### config.mk
export PLATFORM = sky130hd
export DESIGN_NAME = data_whiting_param
export DESIGN_NICKNAME = d
export VERILOG_FILES = /design/src/rtl/data_whiting_param.sv
export SDC_FILE = /design/constraint.sdc
export NUM_CORES = 1
export LEC_CHECK = 0
export ABC_AREA = 0
export CAP_MARGIN = 30
export CORE_MARGIN = 2
export CORE_UTILIZATION = 50
export CTS_CLUSTER_DIAMETER = 80
export DETAILED_ROUTE_END_ITERATION = 12
export GPL_TIMING_DRIVEN = 0
export MAX_ROUTING_LAYER = met4
export PLACE_DENSITY_LB_ADDON = 0.3
export RECOVER_POWER = 50
export REMOVE_ABC_BUFFERS = 1
export SETUP_SLACK_MARGIN = 0.1
export SLEW_MARGIN = 30
export SYNTH_ARGS = -nofsm -noshare
export SYNTH_HDL_FRONTEND = slang
export SYNTH_SLANG_ARGS = --single-unit
### constraint.sdc
create_clock -name clk -period 2.1 [get_ports clk]
set_input_delay 0.21 -clock clk [delete_from_list [all_inputs] [get_ports clk]]
set_output_delay 0.21 -clock clk [all_outputs]
set_load 0.05 [all_outputs]
### src/rtl/data_whiting_param.sv
// data_whiting_param: frame whitener. Each frame word after a run of
// unwhitened padding words is XORed with a DATA_W-bit mask taken from a
// Fibonacci LFSR. The LFSR is loaded from a per-frame seed on the start
// word. All outputs are registered with exactly one cycle of latency.
module data_whiting_param #(
  parameter int unsigned           DATA_W  = 8,
  parameter int unsigned           LFSR_W  = 9,
  parameter logic [LFSR_W-1:0]     TAPS    = 9'h021,
  parameter int unsigned           PAD_LEN = 80
) (
  input  logic              clk,
  input  logic              reset_n,
  input  logic [DATA_W-1:0] din,
  input  logic              din_valid,
  input  logic              indicator,
  input  logic [LFSR_W-1:0] seed,
  output logic [DATA_W-1:0] dout,
  output logic              dout_valid,
  output logic              next_indicator
);

  // A zero-length pad still needs a 1-bit counter so the declaration stays legal.
  localparam int unsigned CNT_W    = (PAD_LEN == 0) ? 1 : $clog2(PAD_LEN + 1);
  localparam int unsigned PAD_LAST = (PAD_LEN == 0) ? 0 : PAD_LEN - 1;

  typedef enum logic [1:0] {
    IDLE,
    PAD,
    WHITEN
  } state_t;

  state_t            state;
  logic [CNT_W-1:0]  pad_cnt;
  logic [LFSR_W-1:0] lfsr;
  logic [LFSR_W-1:0] lfsr_adv;
  logic [DATA_W-1:0] mask;

  // Unroll DATA_W LFSR steps: mask bit k is r[0] emitted at step k.
  always_comb begin
    logic [LFSR_W-1:0] r;
    logic              fb;
    r    = lfsr;
    fb   = 1'b0;
    mask = '0;
    for (int unsigned k = 0; k < DATA_W; k++) begin
      mask[k] = r[0];
      fb      = ^(r & TAPS);
      r       = {fb, r[LFSR_W-1:1]};
    end
    lfsr_adv = r;
  end

  // Frame state machine with registered output word and qualifiers.
  always_ff @(posedge clk or negedge reset_n) begin
    if (!reset_n) begin
      state          <= IDLE;
      pad_cnt        <= '0;
      lfsr           <= '1;
      dout           <= '0;
      dout_valid     <= 1'b0;
      next_indicator <= 1'b0;
    end else begin
      dout_valid     <= din_valid;
      next_indicator <= din_valid & indicator;
      dout           <= din;
      if (din_valid) begin
        case (state)
          IDLE: begin
            if (indicator) begin
              lfsr    <= seed;
              pad_cnt <= '0;
              state   <= (PAD_LEN == 0) ? WHITEN : PAD;
            end
          end
          PAD: begin
            if (indicator) begin
              state <= IDLE;
            end else begin
              pad_cnt <= pad_cnt + CNT_W'(1);
              if (pad_cnt == CNT_W'(PAD_LAST)) state <= WHITEN;
            end
          end
          WHITEN: begin
            dout <= din ^ mask;
            lfsr <= lfsr_adv;
            if (indicator) state <= IDLE;
          end
          default: state <= IDLE;
        endcase
      end
    end
  end

endmodule

# --- Word-level counts from Yosys, hierarchy flattened ---
# Cells that the tools add are included.
word_totals:
  regBits: 28
  input_bits: 21
  out_inout_bits: 10
  word_cells: 42
classes:
  addsub: 1
  eq_ne: 7
  mux: 12
  bitwise_logic: 2
  reduce_logical: 14
op_table:
  columns: ["operator", "n"]
  rows:
  - ["$reduce_xor A9 Y1", 8]
  - ["$pmux W9 S2", 1]
  - ["$mux W8", 2]
  - ["$mux W7", 2]
  - ["$pmux W7 S2", 1]
  - ["$mux W9", 1]
  - ["$mux W2", 4]
  - ["$reduce_and A4 Y1", 2]
  - ["$xor A8 B8 Y8", 1]
  - ["$add A7 B1 Y7 const B", 1]
  - ["$eq A7 B7 Y1 const B", 1]
  - ["$ne A2 B2 Y1 const B", 3]
  - ["$pmux W2 S3", 1]
  - ["$reduce_bool A2 Y1", 2]
  - ["$ne A3 B3 Y1 const B", 1]
  - ["$reduce_and A3 Y1", 1]
  - ["$eq A2 B1 Y1 const B", 1]
  - ["$eq A2 B2 Y1 const B", 1]
  - ["$logic_not A2 Y1", 1]
  - ["$and A1 B1 Y1", 1]

# --- Logic depth before layout (Yosys ltp) ---
# Gate-level depths: netlist of the first run.
depth:
  word_depth: 4
  depth_mapped: 5

# --- Worst setup path before layout of the first run ---
# No wires, ideal clock.
synth_path:
  path_kind: "flip-flop to flip-flop"
  from: "reg state[0]"
  to: "reg lfsr[4]"
  arrival_ns: 1.443
  required_ns: 2.018
  setup_slack_ns: 0.575
  path_stages_with_launch: 5
  period_less_slack_ns: 1.525
  path_cell_list: "dfrtp_1 nor2b_1 buf_2 mux2_2 mux2_2"
synth_between:
  elab_chain_cells: 3
  elab_cells_between_ends: 6
  classes_between: "2 x eq/ne; 1 x mux; 3 x reduce/logical"
synth_rtl:
  columns: ["element", "line", "text"]
  rows:
  - ["start, declared", "32", "state_t state;"]
  - ["start signal, assigned", "72", "state <= (PAD_LEN == 0) ? WHITEN : PAD;"]
  - ["$eq A2 B2 Y1 / $logic_not A2 Y1 (equally long branches)", "67", "case (state)"]
  - ["$reduce_bool A2 Y1 (no line) / $ne A2 B2 Y1 (equally long branches)", null, null]
  - ["$reduce_and A3 Y1 (no line)", null, null]
  - ["end signal, assigned", "85", "lfsr <= lfsr_adv;"]
  - ["end, declared", "34", "logic [LFSR_W-1:0] lfsr;"]
# Parallel ways exist; a longest one is shown, timed or not.
# A chain may end at the register's enable or synchronous reset.

# --- Worst setup path in the final report of the first run ---
layout_path:
  from: "reg state[1]"
  to: "reg lfsr[2]"
# Same word-level chain as after synthesis.

==> flow_metrics.tcl, run 1 <==
set metrics [dict create \
    start_kind "flop" \
    cp_max_fo 13 \
    worst_path_largest_cell_delay_ns 0.59 \
    synth_edf_count 0 \
    max-vdd-ir-drop_v 0.000638 \
    hp-class "in2reg" \
    place_hpwl_um 2100 \
    finalSetupViolations 0 \
    critical-path-top-delay-family "multiplexers" \
    final_hold_viol_count 0 \
    clock_sinks 28 \
    grt_max_degree 29 \
    drc 0 \
    root_buffer "clkbuf_4" \
    setup_tns_ns 0 \
    fin_ws_ns 0.256 \
    worst_path_most_repeated_cell "mux2_2" \
    ys_async_sr_fraction_pct 100 \
    grt_antenna_before_repair 0 \
    dp.cells 185 \
    syn-cell-area_um2 1440 \
    io_pins 31 \
    cts_htree_levels 1 \
    cts_buffers 3 \
    tightestPinTransition_ns 1.47 \
    clk_pin_slew_ns 0.14 \
    gp_congestion 0.841 \
    dieArea_um2 3330 \
    drt_iter0_markers 27 \
    utilization_pct 65.1 \
    crit_required_ns 2.39 \
    std_cell_rows 19 \
    status "finished, final reports clean" \
    drive_gt1_share_pct 15.7 \
    final.setup_skew_ns 0.00142 \
    worst-setup-path-type "reg2reg" \
    fin_cells 190 \
    wl_per_cell_um 15.5 \
    via_per_inst 5.85 \
    wirelength_um 2950 \
    first_pass_iters 4 \
    num_vias 1112 \
    fp.dieW_um 57.7 \
    cts_buffer_depth 2 \
    core_area_um2 2760 \
    area_growth_pct 24.4 \
    tritoncts "yes" \
    cap_violations 0 \
    crit_path_end_kind "flop" \
    grt_pass1_wl_um 4860 \
    cp.arrival_ns 2.13 \
    max_clock_freq_ghz 0.542 \
    path_buf_inv 0 \
    io_buffers 30 \
    grt_usage_pct 19.6 \
    die_h_um 57.7 \
    drv_slew 0 \
    grt_pass1_vias 1105 \
    synth-seq-cells 28 \
    crit_chain "nor2b_2 -> mux2_2 -> mux2_2" \
    ys_warn_count 0 \
    diodes 0 \
    finalCritPeriodShare_pct 87.8 \
    drtAntennaViolNets 0 \
    seq_area_frac_synth_pct 49.3 \
    rsz0062_at_grt "false" \
    relSlewSlack_pct 1.88 \
    power_density_nw_per_um2 837 \
    syn_avg_cell_area_um2 11.1 \
    clock_latency_ns 0.34 \
    fin_nets 182 \
    overflow 0 \
    synthCells 130 \
    ys_types 35 \
    p_leak_uw 0.000682 \
    yosys_most_used_dff "dfrtp_1" \
    slowest_stage "dfrtp_1" \
    finalCriticalPeriod_ns 1.84 \
    start_util_pct 52.3 \
    pre_cts_slack_ns 0.0341 \
]
[layer usage]
layer  vias up  track usage, %  routed length, um
li1        533               -                  -
met1       547            23.9               1300
met2        27            32.0               1480
met3         5            2.46                109
met4         0            9.97                 57
met5         -               -                  0
[flip-flops by register name, indices dropped and copies added (netlist names)]
| signal | flops |
|---|---|
| dout | 8 |
| dout_valid | 1 |
| lfsr | 9 |
| next_indicator | 1 |
| pad_cnt | 7 |
| state | 2 |
[cells by family (layout without fill, tap and decap cells)]
family                   after synthesis  in the layout  synth area share (%)
flip-flops                            28             28                  49.4
AND/OR/NAND/NOR                       35             35                  14.3
adder cells (fa/ha/maj)                1              1                 0.867
AO/OA/AOI/OAI                         30             30                  14.5
buffers and inverters                  9             38                  2.86
XOR/XNOR                              17             17                  10.3
multiplexers                          10             10                  7.81
[metrics by stage]
stage | hold WS [ns] | total power [uW] | cell area (um2)
after floorplan | -0.0856 | 1090 | 1410
after global placement | 0.508 | 1210 | 1750
after detailed placement | 0.253 | 1240 | 1750
after CTS | 0.407 | 1510 | 1800
after global routing | 0.418 | 1590 | 1790
final | 0.429 | 1500 | 1790
[Yosys cell counts, types with 2 or more instances]
cell type	number	area [um2]
a211oi_1	4	30.0
a21oi_1	6	30.0
a22o_1	3	26.3
a2bb2oi_1	4	35.0
buf_2	3	15.0
clkbuf_1	2	7.51
dfrtp_1	19	475
dfstp_2	9	236
inv_1	3	11.3
mux2_2	10	113
nand2_1	11	41.3
nand3b_1	5	37.5
nor2_1	2	7.51
o21ai_0	3	15.0
o22ai_1	4	25.0
o31ai_1	4	30.0
or3_1	2	12.5
or4_1	4	30.0
xnor2_1	13	114
xor2_1	4	35.0
[worst register-to-register path: stages, from the launching register on]
cell,delay (ns)
dfrtp_1,0.59
nor2b_2,0.55
mux2_2,0.39
mux2_2,0.26
[path summary, 6_finish.rpt]
check | start | end | slack, ns | cells after the start
worst max-delay path | state[1] | lfsr[2] | 0.26 | 3
worst min-delay path | din[7] | dout[7] | 0.43 | 2
worst max register to register | state[1] | lfsr[2] | 0.26 | 3
worst min register to register | lfsr[8] | lfsr[8] | 0.53 | 1
max in group asynchronous | reset_n | dout[2] | 0.52 | 2
min in group asynchronous | reset_n | pad_cnt[4] | 0.73 | 2
[report_power, final]
group	internal (uW)	leakage (uW)	total, uW	switching (uW)
Combinational	223	0.000328	415	191
Sequential	683	0.000333	822	139
Clock	107	0.0000210	266	159
Total	1010	0.000682	1500	490
[placed cells by master (no fill, tap or decap), types with 2 or more instances in the layout]
| cell | netlist | layout |
|---|---|---|
| nor2_1 | 2 | 2 |
| clkdlybuf4s50_1 | 0 | 28 |
| xnor2_1 | 13 | 13 |
| a211oi_1 | 4 | 4 |
| a2bb2oi_1 | 4 | 4 |
| o22ai_1 | 4 | 4 |
| mux2_2 | 10 | 10 |
| dfstp_2 | 9 | 9 |
| or4_1 | 4 | 4 |
| nand2_1 | 11 | 11 |
| o31ai_1 | 4 | 4 |
| inv_1 | 3 | 3 |
| clkbuf_4 | 0 | 3 |
| xor2_1 | 4 | 4 |
| nand3b_1 | 5 | 5 |
| o21ai_0 | 3 | 3 |
| or3_1 | 2 | 2 |
| dlygate4sd3_1 | 0 | 2 |
| dfrtp_1 | 19 | 19 |
| a22o_1 | 3 | 3 |
| a21oi_1 | 6 | 6 |
[repair_timing]
action / 4_1_cts / 5_1_grt
endpoints found under the hold margin: 19 / 0
resized for setup: 1 / 0
hold buffers: 1 / 0
setup buffers: 0 / 0
setup endpoints to repair: 4 / 0
[final cells by class]
type | count | area (um2)
Fill cell | 231 | 963
Sequential cell | 28 | 712
Multi-Input combinational cell | 93 | 692
Timing Repair Buffer | 31 | 304
Tap cell | 31 | 38.8
Clock buffer | 4 | 36.3
Inverter | 3 | 11.3
(Power assumes the default switching activity.)
==> run 2, diff against run 1 <==
Settings changed: CTS_CLUSTER_SIZE set to 20.
==> results of run 2 <==
The final DEF is identical to that of run 1; final timing and power are the same.
==> run 3, diff against run 2 <==
Settings changed: CTS_BUF_LIST set to sky130_fd_sc_hd__clkbuf_16, TNS_END_PERCENT set to 20.
==> flow_metrics.tcl, run 3 (synthesized netlist as in run 1, its figures left out) <==
set metrics [dict create \
    hold_start "lfsr[8]" \
    n_fill_cell 227 \
    diodes 0 \
    max_clock_freq_ghz 0.543 \
    drive_gt1_share_pct 15.1 \
    crit_required_ns 2.29 \
    final_area_um2 1840 \
    min_path_cells 1 \
    finalCriticalPeriod_ns 1.84 \
    dp.cells 185 \
    first_pass_iters 4 \
    tritoncts "yes" \
    gp_congestion 0.841 \
    regArea_um2 712 \
    fin_cells 190 \
    grt_pass1_wl_um 4830 \
    status "finished, final reports clean" \
    crit_chain "nor2b_2 -> mux2_2 -> mux2_2" \
    cp.arrival_ns 2.03 \
    worst_path_most_repeated_cell "mux2_2" \
    start_kind "flop" \
    drc 0 \
    reg2reg_depth 3 \
    clock_sinks 28 \
    grt_usage_pct 19.2 \
    core_area_um2 2760 \
    r2r-start "state[1]" \
    root_buffer "clkbuf_16" \
    via_per_inst 5.77 \
    hp-class "reg2reg" \
    power_density_nw_per_um2 903 \
    std_cell_rows 19 \
    setup_tns_ns 0 \
    cp_max_fo 13 \
    cap_violations 0 \
    io_buffers 30 \
    clock_latency_ns 0.26 \
    most-common-layout-cells "clkdlybuf4s50_1, dfrtp_1, xnor2_1" \
    reg_top3 "lfsr (9), dout (8), pad_cnt (7)" \
    worst-setup-path-type "reg2reg" \
    dpl-instance-area_um2 1750 \
    clk_pin_slew_ns 0.07 \
    finalSetupViolations 0 \
    wl_per_cell_um 15.4 \
    cts_buffer_depth 2 \
    final.setup_skew_ns 0.00311 \
    holdPathEnd "lfsr[8]" \
    mostFrequentLayoutCell "clkdlybuf4s50_1" \
    grt_pass1_vias 1125 \
    start_util_pct 52.3 \
    max-vdd-ir-drop_v 0.000618 \
    rsz0062_at_grt "false" \
    drtAntennaViolNets 0 \
    fin_nets 182 \
    io_pins 31 \
    grt_max_degree 29 \
    multi_input_area_um2 692 \
    die_h_um 57.7 \
    cts_buffers 3 \
    wirelength_um 2930 \
    tightestPinTransition_ns 1.47 \
    p_leak_uw 0.000699 \
    place_hpwl_um 2100 \
    drv_slew 0 \
    cts_setup_buffers 0 \
    drt_iter0_markers 25 \
    overflow 0 \
    num_vias 1097 \
    final_hold_viol_count 0 \
    relSlewSlack_pct 2.17 \
    fin_ws_ns 0.260 \
    crit_path_end_kind "flop" \
    fp.dieW_um 57.7 \
    largest_register_ffs 9 \
    regMostFlops "lfsr" \
    slowest_stage "dfrtp_1" \
    r2r_setup_slack_ns 0.26 \
    pre_cts_slack_ns 0.0341 \
    cts_htree_levels 1 \
    finalCritPeriodShare_pct 87.6 \
    worstReg2RegEnd "lfsr[2]" \
    grt_antenna_before_repair 0 \
    worst_path_largest_cell_delay_ns 0.56 \
    area_growth_pct 27.3 \
    dieArea_um2 3330 \
]
run 3: cell types whose count changed in the layout (fill, tap and decap cells not counted):
cell       delta
clkbuf_8      -1
clkbuf_4      -3
clkinv_1      +1
clkbuf_16     +3
run 3: area by class of cell:
type | instances | share of cell area, %
Sequential cell | 28 | 38.8
Tap cell | 31 | 2.11
Timing Repair Buffer | 31 | 16.6
Multi-Input combinational cell | 93 | 37.7
Clock buffer | 3 | 4.09
Inverter | 3 | 0.613
Clock inverter | 1 | 0.204
run 3: timing repair:
| item | 4_1_cts | 5_1_grt |
|---|---|---|
| setup endpoints to repair | 4 | 0 |
| endpoints found under the hold margin | 19 | 0 |
| hold buffers | 1 | 0 |
| resized for setup | 1 | 0 |
run 3: worst max-delay path, delay by kind of cell, from the launching register on:
kind | cells | cell delay, ns
mux | 2 | 0.65
flops | 1 | 0.56
simple gates | 1 | 0.55
run 3: stage by stage:
stage               utilization [%]  hold slack, ns  power (uW)
floorplan                         -         -0.0856        1090
global placement               63.5           0.508        1210
detailed placement             63.3           0.253        1240
CTS                            66.7           0.516        1670
global route                   66.6           0.529        1750
finish                         66.6           0.521        1660
run 3: per-layer routing:
layer	track usage [%]	part of all wire (%)	vias to the layer above
met2	33.0	54	33
met5	-	0	-
met3	2.46	4.2	2
met1	23.0	41	532
li1	-	-	530
met4	7.31	0.48	0
run 3: report_power, final:
part           total (uW)  internal, uW  switching [uW]
Sequential            823           684             139
Combinational         416           223             192
Clock                 420           255             165
Total                1660          1160             496
run 3: worst max-delay path by stage:
stage | start | to | slack (ns) | cells after the start
2_1_floorplan | state[1] | lfsr[1] | 0.34 | 3
3_3_place_gp | state[1] | lfsr[2] | 0.09 | 3
3_5_place_dp | state[1] | lfsr[2] | 0.03 | 3
4_1_cts | state[1] | lfsr[2] | 0.29 | 3
5_1_grt | reset_n | next_indicator | 0.08 | 2
6_report | state[1] | lfsr[2] | 0.26 | 3
